[src/rtl/store_unit.sv]
// Store path to the data-memory write port: aligns store data into byte lanes and issues
// one or two write beats (two when the store crosses a word boundary), stalling while busy.
//
// state | meaning
// IDLE  | waiting for a store request
// BEAT1 | first (or only) beat on the bus, held until dm_ready_in
// BEAT2 | second beat of a word-crossing store, held until dm_ready_in
module store_unit #(
    parameter bit ALLOW_MISALIGNED = 1'b1
) (
    input  logic        clk_in,
    input  logic        rst_in,
    input  logic        st_req_in,
    input  logic [31:0] rs2_in,
    input  logic [31:0] iadder_in,
    input  logic [1:0]  store_size_in,
    input  logic        dm_ready_in,
    output logic        dm_wr_req_o,
    output logic [31:0] dm_addr_o,
    output logic [31:0] dm_data_o,
    output logic [3:0]  dm_wr_mask_o,
    output logic        st_busy_o,
    output logic        st_done_o,
    output logic        misaligned_o
);

    typedef enum logic [1:0] {IDLE, BEAT1, BEAT2} state_t;

    state_t      state_q, state_d;
    logic [3:0]  mask_hi_q, mask_hi_d;
    logic        two_beat_q, two_beat_d;
    logic        req_d, done_d, mis_d;
    logic [31:0] addr_d, data_d;
    logic [3:0]  mask_d;

    logic [3:0]  base_mask;
    logic [7:0]  mask8;
    logic [31:0] rot_data;
    logic        split;

    // Lane alignment of the incoming request; only consumed on acceptance in IDLE.
    always_comb begin
        base_mask = 4'b1111;
        case (store_size_in)
            2'b00:   base_mask = 4'b0001;
            2'b01:   base_mask = 4'b0011;
            default: base_mask = 4'b1111;
        endcase
        mask8 = {4'b0000, base_mask} << iadder_in[1:0];
        split = |mask8[7:4];
        rot_data = rs2_in;
        case (iadder_in[1:0])
            2'd0: rot_data = rs2_in;
            2'd1: rot_data = {rs2_in[23:0], rs2_in[31:24]};
            2'd2: rot_data = {rs2_in[15:0], rs2_in[31:16]};
            2'd3: rot_data = {rs2_in[7:0],  rs2_in[31:8]};
        endcase
    end

    always_comb begin
        state_d    = state_q;
        mask_hi_d  = mask_hi_q;
        two_beat_d = two_beat_q;
        req_d      = dm_wr_req_o;
        addr_d     = dm_addr_o;
        data_d     = dm_data_o;
        mask_d     = dm_wr_mask_o;
        done_d     = 1'b0;
        mis_d      = 1'b0;
        case (state_q)
            IDLE: begin
                if (st_req_in) begin
                    if (split && !ALLOW_MISALIGNED) begin
                        mis_d = 1'b1;
                    end else begin
                        state_d    = BEAT1;
                        req_d      = 1'b1;
                        addr_d     = {iadder_in[31:2], 2'b00};
                        data_d     = rot_data;
                        mask_d     = mask8[3:0];
                        mask_hi_d  = mask8[7:4];
                        two_beat_d = split;
                    end
                end
            end
            BEAT1: begin
                if (dm_ready_in) begin
                    if (two_beat_q) begin
                        state_d = BEAT2;
                        addr_d  = dm_addr_o + 32'd4;
                        mask_d  = mask_hi_q;
                    end else begin
                        state_d = IDLE;
                        req_d   = 1'b0;
                        done_d  = 1'b1;
                    end
                end
            end
            BEAT2: begin
                if (dm_ready_in) begin
                    state_d = IDLE;
                    req_d   = 1'b0;
                    done_d  = 1'b1;
                end
            end
            default: begin
                state_d = IDLE;
                req_d   = 1'b0;
            end
        endcase
    end

    always_ff @(posedge clk_in) begin
        if (!rst_in) begin
            state_q      <= IDLE;
            mask_hi_q    <= 4'b0000;
            two_beat_q   <= 1'b0;
            dm_wr_req_o  <= 1'b0;
            dm_addr_o    <= 32'd0;
            dm_data_o    <= 32'd0;
            dm_wr_mask_o <= 4'b0000;
            st_busy_o    <= 1'b0;
            st_done_o    <= 1'b0;
            misaligned_o <= 1'b0;
        end else begin
            state_q      <= state_d;
            mask_hi_q    <= mask_hi_d;
            two_beat_q   <= two_beat_d;
            dm_wr_req_o  <= req_d;
            dm_addr_o    <= addr_d;
            dm_data_o    <= data_d;
            dm_wr_mask_o <= mask_d;
            st_busy_o    <= (state_d != IDLE);
            st_done_o    <= done_d;
            misaligned_o <= mis_d;
        end
    end

endmodule
[config.mk]
export PLATFORM = sky130hd
export DESIGN_NAME = store_unit
export DESIGN_NICKNAME = d
export VERILOG_FILES = /design/src/rtl/store_unit.sv
export SDC_FILE = /design/constraint.sdc
export NUM_CORES = 1
export LEC_CHECK = 0
export ABC_AREA = 1
export ABC_CLOCK_PERIOD_IN_PS = 4220
export CORE_ASPECT_RATIO = 1.1
export CORE_MARGIN = 1
export CORE_UTILIZATION = 48
export DETAILED_ROUTE_END_ITERATION = 12
export PLACE_DENSITY = 0.86
export SYNTH_ARGS = -nofsm -noshare
export SYNTH_HDL_FRONTEND = slang
export SYNTH_SLANG_ARGS = --single-unit
[constraint.sdc]
create_clock -name clk_in -period 4.22 [get_ports clk_in]
set_clock_uncertainty 0.2 [all_clocks]
set_input_delay 1.266 -clock clk_in [delete_from_list [all_inputs] [get_ports clk_in]]
set_output_delay 1.266 -clock clk_in [all_outputs]
set_load 0.01 [all_outputs]
# Word-level counts from Yosys, hierarchy flattened
# Cells that the tools add are included.
[word_totals]
regBits = 78
out_inout_bits = 72
[classes]
add_sub_neg = 1
eq_ne = 11
shift = 1
mux = 24
reduce_logical = 9
[op_table]
columns = ["op", "count"]
rows = [
  ["32-bit one-hot mux with 4 select lines", 1],
  ["32-bit two-way mux", 3],
  ["32-bit one-hot mux with 2 select lines", 1],
  ["32-bit by 3-bit adder with 32-bit output (second input constant)", 1],
  ["4-bit one-hot mux with 2 select lines", 2],
  ["4-bit two-way mux", 3],
  ["2-bit != test (second input constant)", 5],
  ["2-bit two-way mux", 4],
  ["4-bit AND reduction", 2],
  ["4-bit by 2-bit << shifter with 8-bit output", 1],
  ["1-bit two-way mux", 7],
  ["2-bit by 1-bit equality test with 1-bit output (second input constant)", 3],
  ["2-bit equality test (second input constant)", 3],
  ["2-bit logical NOT", 3],
  ["2-bit one-hot mux with 3 select lines", 1],
  ["2-bit nonzero test", 2],
  ["4-bit OR reduction", 1],
  ["1-bit one-hot mux with 3 select lines", 1],
  ["1-bit one-hot mux with 2 select lines", 1],
  ["2-bit AND reduction", 1],
]

# Longest topological paths before layout
[depth]
ltp_word = 5
ltp_mapped = 11
mapped_depth_nobuf = 10

# Worst setup path before layout
# No wires, ideal clock.
[synth_timing]
kind = "input to register"
startpoint = "input iadder_in[0]"
endpoint = "register dm_data_o[12]"
setup_time_ns = 0.128
t_arrival_ns = 2.081
t_required_ns = 3.892
slack_ns = 1.812
stages = 6
path_buffers = 2
cell_sequence = "inv_1 -> buf_2 -> nor2_1 -> buf_2 -> a221oi_1 -> a21oi_1"
[synth_between]
elab_chain_cells = 2
elab_cells_between_ends = 5
[synth_rtl]
columns = ["item", "line", "rtl"]
rows = [
  ["start: declaration", "15", "input logic [31:0] iadder_in,"],
  ["2-bit equality test (tied with other cells)", "52", "case (iadder_in[1:0])"],
  ["32-bit one-hot mux with 4 select lines (*)", "52", ""],
  ["end signal: assignment", "131", "dm_data_o <= data_d;"],
  ["end: declaration", "20", "output logic [31:0] dm_data_o,"],
]
# Mark *: on every way between the ends. The rest lies on a longest branch, timed or not.
# A chain may end at the register's enable or synchronous reset.

# Final worst setup path
[layout_timing]
startpoint = "input iadder_in[0]"
endpoint = "register dm_data_o[15]"
# The elaborated chain is that of the path after synthesis.

==> flow_metrics.tcl <==
set metrics [dict create \
    cts_tree "built" \
    io_pins 142 \
    final_common_cell "nand2_1" \
    die_y_um 104.0 \
    setup_tns_ns 0 \
    via_per_inst 5.655 \
    cts_buffers 9 \
    hpwl_um 10530 \
    nets 916 \
    final-hold-violation-count 0 \
    syn_to_final_growth_pct 35.63 \
    grt_pass1_vias 4948 \
    p_per_area_nw_per_um2 375.0 \
    reg2reg_slack_ns 1.66 \
    initial_core_util_pct 50.40 \
    crit_fanout 18 \
    worst_hold_startpoint "dm_wr_mask_o[3]" \
    ys_warn_count 0 \
    ir_worst_vdd_v 0.0001591 \
    grt_usage_pct 29.74 \
    hold_path_end "dm_wr_mask_o[3]" \
    r2r_cells 8 \
    finalSetupViolations 0 \
    max_slew.worst_pin.slew_ns 0.7410 \
    post-route-min-period_ns 3.158 \
    holdPathStages 2 \
    arrival_ns 3.25 \
    critPathCaptureType "flop" \
    cts_resized 0 \
    grt-ovfl-total 0 \
    startpoint "iadder_in[0]" \
    slew_violations 0 \
    final.period_utilization_pct 74.84 \
    grt_max_degree 42 \
    fillers 810 \
    clockRootBuffer "clkbuf_8" \
    path_class "in -> reg" \
    final_layout_size_suffix_gt1_share_pct 4.137 \
    clkLatencyLatePin_ns 0.37 \
    antenna_found_initial 0 \
    maxCapViolations 0 \
    critPathRequiredTime_ns 4.31 \
    grt_pass1_wl_um 23520 \
    antenna_left 0 \
    io_buffer_count 138 \
    ys_ff_latch 75 \
    p_leak_uw 0.002288 \
    synth_cells 720 \
    syn_area_um2 4541 \
    cts_hold_buffers 0 \
    syn_area_per_cell_um2 6.306 \
    yosysSeqAreaShare_pct 33.07 \
    synth_cell_types 31 \
    clock.fmax_mhz 316.6 \
    cts_buffer_depth 2 \
    vias 5429 \
    row_count 36 \
    dieWidth_um 94.74 \
    clkSlewWorstSetupHoldPaths_ns 0.09 \
    routabilityCongestion 0.9355 \
    dieArea_um2 9853 \
    rr_startpoint "state_q[1]" \
    wl_um 14810 \
    first_pass_iters 5 \
    relSlewSlack_pct 50.55 \
    route.detailed.drc 0 \
    postCtsSetupBuffers 0 \
    reg2reg_to "dm_addr_o[13]" \
    routedWlPerCell_um 15.43 \
    cts_sinks 75 \
    drt_iter0_markers 406 \
    layout_common_cells "nand2_1, clkdlybuf4s50_1, nor2_1" \
    core_area_um2 9009 \
    power_uw 2310 \
    status "complete, no violations" \
    antenna_cells 0 \
    grt_setup_unrepaired "no" \
    htreeDepth 3 \
    cp-start-kind "primary input" \
    hold_class "reg -> reg" \
]
-- flip-flops by register name, summed over array words and instances (netlist names) --
register / count
dm_wr_req_o: 1
two_beat_q: 1
st_busy_o: 1
st_done_o: 1
mask_hi_q: 3
dm_wr_mask_o: 4
dm_data_o: 32
dm_addr_o: 30
state_q: 2
-- logic make-up after synthesis --
kind of cell,Yosys count,share of synthesized area (%)
other,1,0.08259
buffers and inverters,99,10.17
adders and majority gates,5,1.378
DFF,75,33.07
and+or+nand+nor,327,28.71
AOI/OAI and AO/OA,213,26.59
-- metal layers --
layer / vias up / GRT usage [%] / routed length [µm]
li1: 2643 / - / -
met4: 0 / 14.07 / 369
met3: 31 / 5.702 / 1251
met1: 2460 / 37.78 / 6010
met5: - / 0 / 0
met2: 295 / 47.74 / 7178
-- final cells by class --
type / count / area [µm²] / share of cell area, %
inverter: 58 / 217.7 / 3.535
clock buffer: 9 / 123.9 / 2.011
timing repair buffer: 149 / 1464 / 23.77
multi-input combinational: 548 / 2585 / 41.97
tap: 114 / 142.6 / 2.316
sequential: 75 / 1501 / 24.38
clock inverter: 7 / 123.9 / 2.011
-- Yosys cell counts, drive strengths merged --
cell type / count / area (µm²)
dfxtp: 75 / 1501
clkbuf: 22 / 122.6
o211ai: 4 / 30.03
a211oi: 1 / 7.510
a31oi: 3 / 18.77
and2: 1 / 6.260
o21ai: 65 / 325.3
a41oi: 6 / 52.55
inv: 56 / 210.2
a21oi: 100 / 500.5
nand3: 35 / 175.2
nor3: 2 / 10.01
ha: 5 / 62.56
or2: 1 / 6.260
o31ai: 6 / 45.04
a221oi: 20 / 175.2
clkinv: 2 / 7.510
dlymetal6s2s: 1 / 12.51
buf: 18 / 108.9
nor2: 105 / 416.7
nand2: 183 / 689.4
o22ai: 7 / 43.79
a22o: 1 / 8.760
conb: 1 / 3.750
-- power by group --
part           internal (µW)  switching, µW  leakage (µW)  total (µW)
Combinational            337            380       0.00155         716
Clock                    398            306      0.000120         704
Sequential               799           90.0      0.000618         889
-- critical path, cell delays in order --
cell	delay [ns]
clkdlybuf4s50_1	0.46
inv_1	0.29
nand2_1	0.21
inv_1	0.51
buf_4	0.26
a21oi_1	0.07
a21oi_1	0.16
-- stage by stage --
stage	hold WS (ns)	setup slack, ns	instance area (µm²)	std cells	utilization (%)
after floorplan	0.2422	1.812	4548	722	-
after global placement	0.2492	0.8779	5911	944	65.61
after detailed placement	0.2570	0.7429	5911	944	65.61
after CTS	0.2709	1.106	6158	960	68.36
after global routing	0.2997	0.9508	6158	960	68.36
final	0.2716	1.062	6158	960	68.36
-- how the worst max path moves through the flow --
stage | end | slack [ns]
finish | dm_data_o[15] | 1.06
global route | dm_data_o[28] | 0.95
CTS | dm_data_o[15] | 1.11
detailed placement | dm_data_o[28] | 0.74
global placement | dm_data_o[20] | 0.88
floorplan | dm_data_o[12] | 1.81
No activity file was read; power rests on OpenSTA's default activity.
